**src/rtl/mac_seq_pkg.sv**
```systemverilog
// mac_seq_pkg
//   Shared types and width helpers for the MAC sequencer slice.
//   state_t    : controller states (IDLE, RUN, DRAIN)
//   cnt_width  : counter width for a modulus n. It never returns zero,
//                so a single-sum frame still gets a 1-bit index.
//   DEF_*      : default frame geometry used by mac_sequencer.
package mac_seq_pkg;

  typedef enum logic [1:0] {
    IDLE  = 2'd0,
    RUN   = 2'd1,
    DRAIN = 2'd2
  } state_t;

  function automatic int cnt_width(input int n);
    return (n > 1) ? $clog2(n) : 1;
  endfunction

  localparam int DEF_NUM_CYC  = 32;
  localparam int DEF_NUM_SUMS = 16;
  localparam int DEF_ACC_LAT  = 4;
  localparam int DEF_BW       = 16;

endpackage

```
**src/rtl/mac_sequencer_lat_tracker.sv**
```systemverilog
// lat_tracker
//   DEPTH-deep shift register of "last beat accepted" flags. A flag loaded
//   in cycle t appears on flag_out in cycle t+DEPTH, which is the cycle in
//   which the MAC output holds the finished sum. Several flags may be in
//   flight at once.
//   clk, reset : clock and synchronous active-high reset
//   flag_in    : last-beat flag for the current cycle
//   flag_out   : flag leaving the register (sum complete on MAC output)
module lat_tracker #(
  parameter int DEPTH = 4
) (
  input  logic clk,
  input  logic reset,
  input  logic flag_in,
  output logic flag_out
);

  logic [DEPTH-1:0] pipe;

  // Written as a per-bit loop so that DEPTH=1 elaborates without an empty slice.
  always_ff @(posedge clk) begin
    if (reset) begin
      pipe <= '0;
    end else begin
      pipe[0] <= flag_in;
      for (int i = 1; i < DEPTH; i++) begin
        pipe[i] <= pipe[i-1];
      end
    end
  end

  assign flag_out = pipe[DEPTH-1];

endmodule

```
**src/rtl/mac_sequencer.sv**
```systemverilog
// mac_sequencer
//   Sequences one multiply-accumulate unit over a frame of NUM_SUMS dot
//   products of NUM_CYC beats each. It drives the MAC's new_sum, the
//   weight-ROM beat address and weight zeroing for bubble cycles. It also
//   captures every finished sum from the MAC into a registered output with
//   a one-cycle valid strobe.
//   clk, reset : clock, synchronous active-high reset
//   start      : begins a frame (only honoured in IDLE)
//   vld_in     : input beat valid; rdy_out says a beat is accepted this cycle
//   new_sum    : first beat of a sum is being accepted (to MAC)
//   w_addr     : weight-ROM beat index
//   w_zero     : forces MAC weights to zero (no beat accepted)
//   mac_data   : MAC accumulator output
//   vld_out    : one-cycle strobe, data_out/sum_idx hold a new result
//   data_out   : captured result
//   sum_idx    : index of the result on data_out within the frame
//   busy       : frame in progress (RUN or DRAIN)
//   done       : one-cycle pulse with the frame's final vld_out
module mac_sequencer
  import mac_seq_pkg::*;
#(
  parameter int NUM_CYC  = DEF_NUM_CYC,
  parameter int NUM_SUMS = DEF_NUM_SUMS,
  parameter int ACC_LAT  = DEF_ACC_LAT,
  parameter int BW       = DEF_BW,
  localparam int BEAT_W  = cnt_width(NUM_CYC),
  localparam int SUM_W   = cnt_width(NUM_SUMS)
) (
  input  logic              clk,
  input  logic              reset,
  input  logic              start,
  input  logic              vld_in,
  output logic              rdy_out,
  output logic              new_sum,
  output logic [BEAT_W-1:0] w_addr,
  output logic              w_zero,
  input  logic [BW-1:0]     mac_data,
  output logic              vld_out,
  output logic [BW-1:0]     data_out,
  output logic [SUM_W-1:0]  sum_idx,
  output logic              busy,
  output logic              done
);

  localparam logic [BEAT_W-1:0] LAST_BEAT = BEAT_W'(NUM_CYC - 1);
  localparam logic [SUM_W-1:0]  LAST_SUM  = SUM_W'(NUM_SUMS - 1);

  state_t            state;
  state_t            next_state;
  logic [BEAT_W-1:0] beat_cnt;
  logic [SUM_W-1:0]  sum_cnt;
  logic [SUM_W-1:0]  res_cnt;
  logic              accept;
  logic              last_beat;
  logic              sum_ready;
  logic              final_capture;

  always_ff @(posedge clk) begin
    if (reset) begin
      state <= IDLE;
    end else begin
      state <= next_state;
    end
  end

  // The MAC controls are purely combinational, so the weight ROM
  // (asynchronous read) and the data stream line up in the accept cycle.
  always_comb begin
    next_state    = state;
    rdy_out       = (state == RUN);
    busy          = (state != IDLE);
    accept        = vld_in & rdy_out;
    last_beat     = accept & (beat_cnt == LAST_BEAT);
    new_sum       = accept & (beat_cnt == '0);
    w_zero        = ~accept;
    final_capture = sum_ready & (res_cnt == LAST_SUM);
    case (state)
      IDLE:    if (start) next_state = RUN;
      RUN:     if (last_beat && (sum_cnt == LAST_SUM)) next_state = DRAIN;
      DRAIN:   if (final_capture) next_state = IDLE;
      default: next_state = IDLE;
    endcase
  end

  assign w_addr = beat_cnt;

  lat_tracker #(
    .DEPTH(ACC_LAT)
  ) u_lat_tracker (
    .clk     (clk),
    .reset   (reset),
    .flag_in (last_beat),
    .flag_out(sum_ready)
  );

  // The result counter is cleared on the final capture rather than left to
  // wrap, so non-power-of-two NUM_SUMS restart at index 0.
  always_ff @(posedge clk) begin
    if (reset) begin
      beat_cnt <= '0;
      sum_cnt  <= '0;
      res_cnt  <= '0;
      data_out <= '0;
      sum_idx  <= '0;
      vld_out  <= 1'b0;
      done     <= 1'b0;
    end else begin
      vld_out <= 1'b0;
      done    <= 1'b0;
      if (accept) begin
        if (last_beat) begin
          beat_cnt <= '0;
          sum_cnt  <= sum_cnt + 1'b1;
        end else begin
          beat_cnt <= beat_cnt + 1'b1;
        end
      end
      if (next_state == IDLE && state != IDLE) begin
        sum_cnt <= '0;
      end
      if (sum_ready) begin
        data_out <= mac_data;
        sum_idx  <= res_cnt;
        vld_out  <= 1'b1;
        done     <= final_capture;
        res_cnt  <= final_capture ? '0 : res_cnt + 1'b1;
      end
    end
  end

endmodule
```
**config.mk**
```make
export PLATFORM = sky130hd
export DESIGN_NAME = mac_sequencer
export DESIGN_NICKNAME = d
export VERILOG_FILES = /design/src/rtl/mac_seq_pkg.sv /design/src/rtl/mac_sequencer_lat_tracker.sv /design/src/rtl/mac_sequencer.sv
export SDC_FILE = /design/constraint.sdc
export NUM_CORES = 1
export LEC_CHECK = 0
export ABC_AREA = 0
export CAP_MARGIN = 25
export CELL_PAD_IN_SITES_DETAIL_PLACEMENT = 1
export CELL_PAD_IN_SITES_GLOBAL_PLACEMENT = 1
export CORE_UTILIZATION = 34
export DETAILED_ROUTE_END_ITERATION = 7
export GPL_TIMING_DRIVEN = 0
export PLACE_DENSITY_LB_ADDON = 0.1
export SLEW_MARGIN = 15
export SYNTH_ARGS = -nofsm -noshare
export SYNTH_HDL_FRONTEND = slang
export SYNTH_SLANG_ARGS = --single-unit
```
**constraint.sdc**
```tcl
create_clock -name clk -period 2.06 [get_ports clk]
set_input_delay 0.309 -clock clk [delete_from_list [all_inputs] [get_ports clk]]
set_output_delay 0.309 -clock clk [all_outputs]
set_load 0.05 [all_outputs]
```
==> flow_summary.ini, run 1 <==
[run_status]
status = completed

[global_routing]
antenna_found_initial = 0
grt_pass1_wl_mm = 5.947
grt_use_total = 0.1551
grt_pass1_vias = 1278
grt_max_degree = 13
gr-total-overflow = 0

[logic_synthesis]
postSynthCellCount = 161
synth-edff-count = 0
yosys.area.top_type_share = 0.5157
yosysUniqueCellTypes = 32
synth_area_sq_mm = 0.001592
synth.net_count = 186
yosys.area.top_type = dfxtp_1
yosys-top-cells-area = dfxtp_1, mux2i_1, nor2_1
syn_area_per_cell_sq_um = 9.885
async_flop_share = 0
ys.flop_type = dfxtp_1
ys_ff_latch = 41
yosysWarnings = 0
synth_seq_area_share = 0.5157

[place]
io_buffer_count = 50
place.gp.congestion = 0.7499
dp_hpwl_mm = 2.709
pre_cts_ws_ns = -0.5525

[cells_and_area]
multi_input_area_sq_um = 728.2
final_nets = 244
final_cell_mix = clkdlybuf4s50_1, dfxtp_1, nor2_1, mux2i_1, a21oi_1
drive_above_1_share = 0.09132
area_growth_pct = 42.06
num_antenna_cells = 0
filler_cell_count = 493
regArea_sq_um = 824.5
layout_commonest_cell = clkdlybuf4s50_1

[timing]
rsz0062_at_grt = no
tightest_slew_ns = 0.5144
finalCritPeriodShare = 0.9546
slew_viol_final = 0
finClkSkew_ns = 0.007052
relSlewSlack = 0.6560
fmax_ghz = 0.5085
finalWorstSetupSlack_ns = 0.09345
period_needed_ns = 1.967
setup_viol = 0
final_hold_viol_count = 0

[detailed_routing]
first_iter_violations = 33
top_layer = met4
wl_mm = 3.672
wl_met2_mm = 1.755
dr.pass1.iters = 4
avgViaCountPerCell = 4.956
via_count = 1343
drcViolationCount = 0
met1Wirelength_mm = 1.682
wl_per_cell_microns = 13.55
route.met3.wl_microns = 171
ant_nets = 0

[floorplan]
fp-row-count = 24
die-area_sq_mm = 0.004958
ioPinCount = 51
start_util = 0.3605
fp.dieH_microns = 70.42
core-area_sq_mm = 0.004414
fp.dieW_microns = 70.42

[worst_setup_path]
cp_top_family = buffers and inverters
required_ns = 1.75
crit_path_end_kind = output port
critPathSlowestCell = clkdlybuf4s50_1
cp_slowest_stage_delay_ns = 0.70
cp_cell_sequence = or2_2, clkdlybuf4s50_1
worst-path-buf-inv = 1
worstSetupPathType = flip-flop to output port
cp-start-kind = flip-flop
crit_fanout = 7
worst_ep_arrival_time_ns = 1.66

[pwr]
power.density_mw_per_mm2 = 638.9
fin_total_pwr_w = 0.001444
ir_worst_vdd_mv = 0.3278
power_leakage_nw = 0.8279

[clock_tree]
cts_max_path_buffers = 2
clockRootBuffer = clkbuf_8
cts_tree = yes
numCtsBuffers = 5
hold_buffers = 0
clk_pin_slew_ns = 0.08
clk_latency_ns = 0.29
htreeDepth = 2
cts_sinks = 41

[min_path]
hold_path_class = flip-flop to flip-flop

[job]
max_cap_viol_count = 0
==> per-layer routing <==
metal | vias to the layer above | GRT usage
met5 | - | 0
met4 | 0 | 0.06667
met3 | 7 | 0.04329
met2 | 31 | 0.2423
met1 | 637 | 0.1991
li1 | 668 | -
==> state kept, by name, summed over array words and instances (netlist names), 2 cells and up <==
signal and flops:
res_cnt 4, sum_idx 4, data_out 16, w_addr 5, state 2, sum_cnt 4, u_lat_tracker.pipe 4
==> synth_stat cells, types with 2 or more instances <==
master	number
o21ai_0	4
ha_1	5
a21oi_1	8
dfxtp_1	41
nand2_1	5
a31oi_1	2
nor2_1	31
mux2i_1	24
inv_1	2
nand3b_1	2
buf_2	3
buf_1	3
clkbuf_1	2
nor2b_1	5
or3_1	4
nand3_1	3
xor2_1	2
==> layout make-up <==
class,instances,share of cell area
Buffer,9,0.01992
Inverter,2,0.003320
Multi-Input combinational cell,109,0.3221
Clock inverter,1,0.003320
Tap cell,52,0.02878
Timing Repair Buffer,51,0.2214
Clock buffer,6,0.03652
Sequential cell,41,0.3647
==> final timing paths <==
check	slack, ns	cells past startpoint	end	startpoint
min	0.44	1	u_lat_tracker.pipe[2]	u_lat_tracker.pipe[1]
min reg2reg	0.44	1	u_lat_tracker.pipe[2]	u_lat_tracker.pipe[1]
max	0.09	2	busy	state[1]
max reg2reg	0.20	6	sum_cnt[3]	w_addr[0]
==> power by group <==
group	leakage (nW)	internal (W)	switching [W]
combinational	0.453	0.0000534	0.0000545
clock	0.0433	0.000265	0.000271
sequential	0.332	0.000795	0.00000527
==> repair_timing <==
action,in CTS,in global routing
hold endpoints to repair,0,0
setup buffers,0,1
resized for setup,7,6
pin swaps,0,1
setup endpoints to repair,2,5
==> cell families after synthesis <==
family | Yosys count | share of synthesized area
and+or+nand+nor | 60 | 0.1840
DFF | 41 | 0.5157
muxes | 24 | 0.1509
AOI/OAI and AO/OA | 18 | 0.06840
buffers and inverters | 11 | 0.03066
adders and majority gates | 5 | 0.03931
xor gates and xnor gates | 2 | 0.01101
==> through the flow <==
step / utilization / hold WS [ns] / area [sq um] / std cells / setup TNS, ns
2_1_floorplan: - / 0.4138 / 1600 / 161 / 0
3_3_place_gp: 0.4906 / 0.4218 / 2166 / 263 / -0.6619
3_5_place_dp: 0.4906 / 0.4264 / 2166 / 263 / -0.7579
4_1_cts: 0.5096 / 0.4493 / 2250 / 270 / 0
5_1_grt: 0.5122 / 0.4629 / 2261 / 271 / 0
6_report: 0.5122 / 0.4405 / 2261 / 271 / 0
Power figures use the tool's default switching activity.
==> run 2, diff against run 1 <==
==> constraint.sdc (replaced) <==
create_clock -name clk -period 2.06 [get_ports clk]
set_input_delay 0.515 -clock clk [delete_from_list [all_inputs] [get_ports clk]]
set_output_delay 0.515 -clock clk [all_outputs]
set_load 0.05 [all_outputs]
==> flow_summary.ini, run 2 (synthesis results as in run 1) <==
[run_status]
status = completed

[global_routing]
grt_pass1_vias = 1368
grt_max_degree = 13
gr-total-overflow = 0
grt_pass1_wl_mm = 6.354
antenna_found_initial = 0
grt_use_total = 0.1644

[worst_setup_path]
worst_ep_arrival_time_ns = 1.49
worstSetupPathType = flip-flop to output port
crit_path_end_kind = output port
cp_cell_sequence = clkdlybuf4s50_1
required_ns = 1.54
worst-path-buf-inv = 1
r2r-end = sum_cnt[3]
crit_fanout = 6
cp_slowest_stage_delay_ns = 0.82
rr_worst_depth = 6
r2r_setup_slack_ns = 0.10
crit_start = w_addr[1]
cp_top_family = buffers and inverters
rr_startpoint = w_addr[0]
cp-start-kind = flip-flop
critPathSlowestCell = clkdlybuf4s50_1

[cells_and_area]
layout_commonest_cell = clkdlybuf4s50_1
drive_above_1_share = 0.09132
final_cell_mix = clkdlybuf4s50_1, dfxtp_1, nor2_1, mux2i_1, a21oi_1
largest-register = data_out
area_growth_pct = 43.71
multi_input_area_sq_um = 739.5
filler_cell_count = 502
regArea_sq_um = 823.3
final_cells = 271
largest_register_ffs = 16
num_antenna_cells = 0
final_nets = 244
postLayoutCoreUtil = 0.5181

[clock_tree]
cts_sinks = 41
clk_pin_slew_ns = 0.07
htreeDepth = 2
numCtsBuffers = 5
cts_max_path_buffers = 2
clockRootBuffer = clkbuf_8
cts_tree = yes
clk_latency_ns = 0.29

[detailed_routing]
avgViaCountPerCell = 4.937
wl_per_cell_microns = 14.04
first_iter_violations = 42
dr.pass1.iters = 4
wl_mm = 3.804
ant_nets = 0
via_count = 1338
drcViolationCount = 0

[floorplan]
die-area_sq_mm = 0.004958
fp.dieH_microns = 70.42
fp-row-count = 24
fp.dieW_microns = 70.42
start_util = 0.3605
core-area_sq_mm = 0.004414
ioPinCount = 51

[timing]
tightest_slew_ns = 0.5282
fmax_ghz = 0.4988
setup_viol = 0
period_needed_ns = 2.005
finClkSkew_ns = 0.006082
holdWs_ns = 0.4385
rsz0062_at_grt = no
final_hold_viol_count = 0
relSlewSlack = 0.6468
slew_viol_final = 0
finalCritPeriodShare = 0.9732

[min_path]
hold_path_class = flip-flop to flip-flop
hold_end = u_lat_tracker.pipe[3]
hp-start = u_lat_tracker.pipe[2]
hold_depth = 1

[pwr]
power_leakage_nw = 0.8892
clkPwrFrac = 0.402
p_switching_w = 0.0003215
ir_worst_vdd_mv = 0.4436
p_sw_frac = 0.2112
p_comb_frac = 0.072
power.density_mw_per_mm2 = 665.4
fin_total_pwr_w = 0.001522
intPower_w = 0.001200
p_seq_frac = 0.526

[place]
dpl.cell_count = 263
dp_hpwl_mm = 2.848
io_buffer_count = 50
place.gp.congestion = 0.7548

[job]
max_cap_viol_count = 0
[run 2: layout make-up]
| class | instances | share of cell area |
|---|---|---|
| inverters | 2 | 0.003282 |
| multi-input cells | 109 | 0.3233 |
| plain buffers | 9 | 0.01969 |
| repair buffers | 51 | 0.2199 |
| clock buffers | 5 | 0.03009 |
| flip-flops and latches | 41 | 0.3600 |
| clock inverters | 2 | 0.01532 |
| well taps | 52 | 0.02845 |
[run 2: worst max-delay path by stage]
stage	end	slack, ns	cells past startpoint
after floorplan	sum_cnt[3]	0.07	5
after global placement	new_sum	-0.88	5
after detailed placement	new_sum	-0.90	5
after CTS	w_addr[4]	0.03	1
after global routing	w_addr[1]	0.009	1
final	w_addr[1]	0.06	1
[run 2: through the flow]
stage               setup TNS (ns)  worst slack, ns  cell area (sq um)
detailed placement          -1.642          -0.8956               2175
CTS                              0          0.02607               2280
finish                           0          0.05527               2287
global placement            -1.490          -0.8798               2175
floorplan                        0          0.06749               1609
global route                     0         0.009113               2287
[run 2: layer usage]
| layer | global-route usage | up-vias | part of all wire |
|---|---|---|---|
| li1 | - | 668 | - |
| met1 | 0.1942 | 625 | 0.44 |
| met2 | 0.2751 | 40 | 0.49 |
| met3 | 0.05195 | 5 | 0.050 |
| met4 | 0.06444 | 0 | 0.015 |
| met5 | 0 | - | 0 |
[run 2: timing repair]
action | 4_1_cts | 5_1_grt
gates resized for setup | 18 | 3
hold endpoints to repair | 0 | 0
endpoints found under the setup margin | 6 | 3
hold buffers | 0 | 0
setup buffers | 1 | 0
pin swaps | 1 | 0
[run 2: power by group through the flow]
stage | Sequential [W] | Clock (W) | Combinational, W
after floorplan | 0.000823 | 0 | 0.0000471
after global placement | 0.000819 | 0 | 0.000109
after detailed placement | 0.000819 | 0 | 0.000112
after CTS | 0.000801 | 0.000633 | 0.000111
after global routing | 0.000802 | 0.000667 | 0.000117
final | 0.000801 | 0.000612 | 0.000109
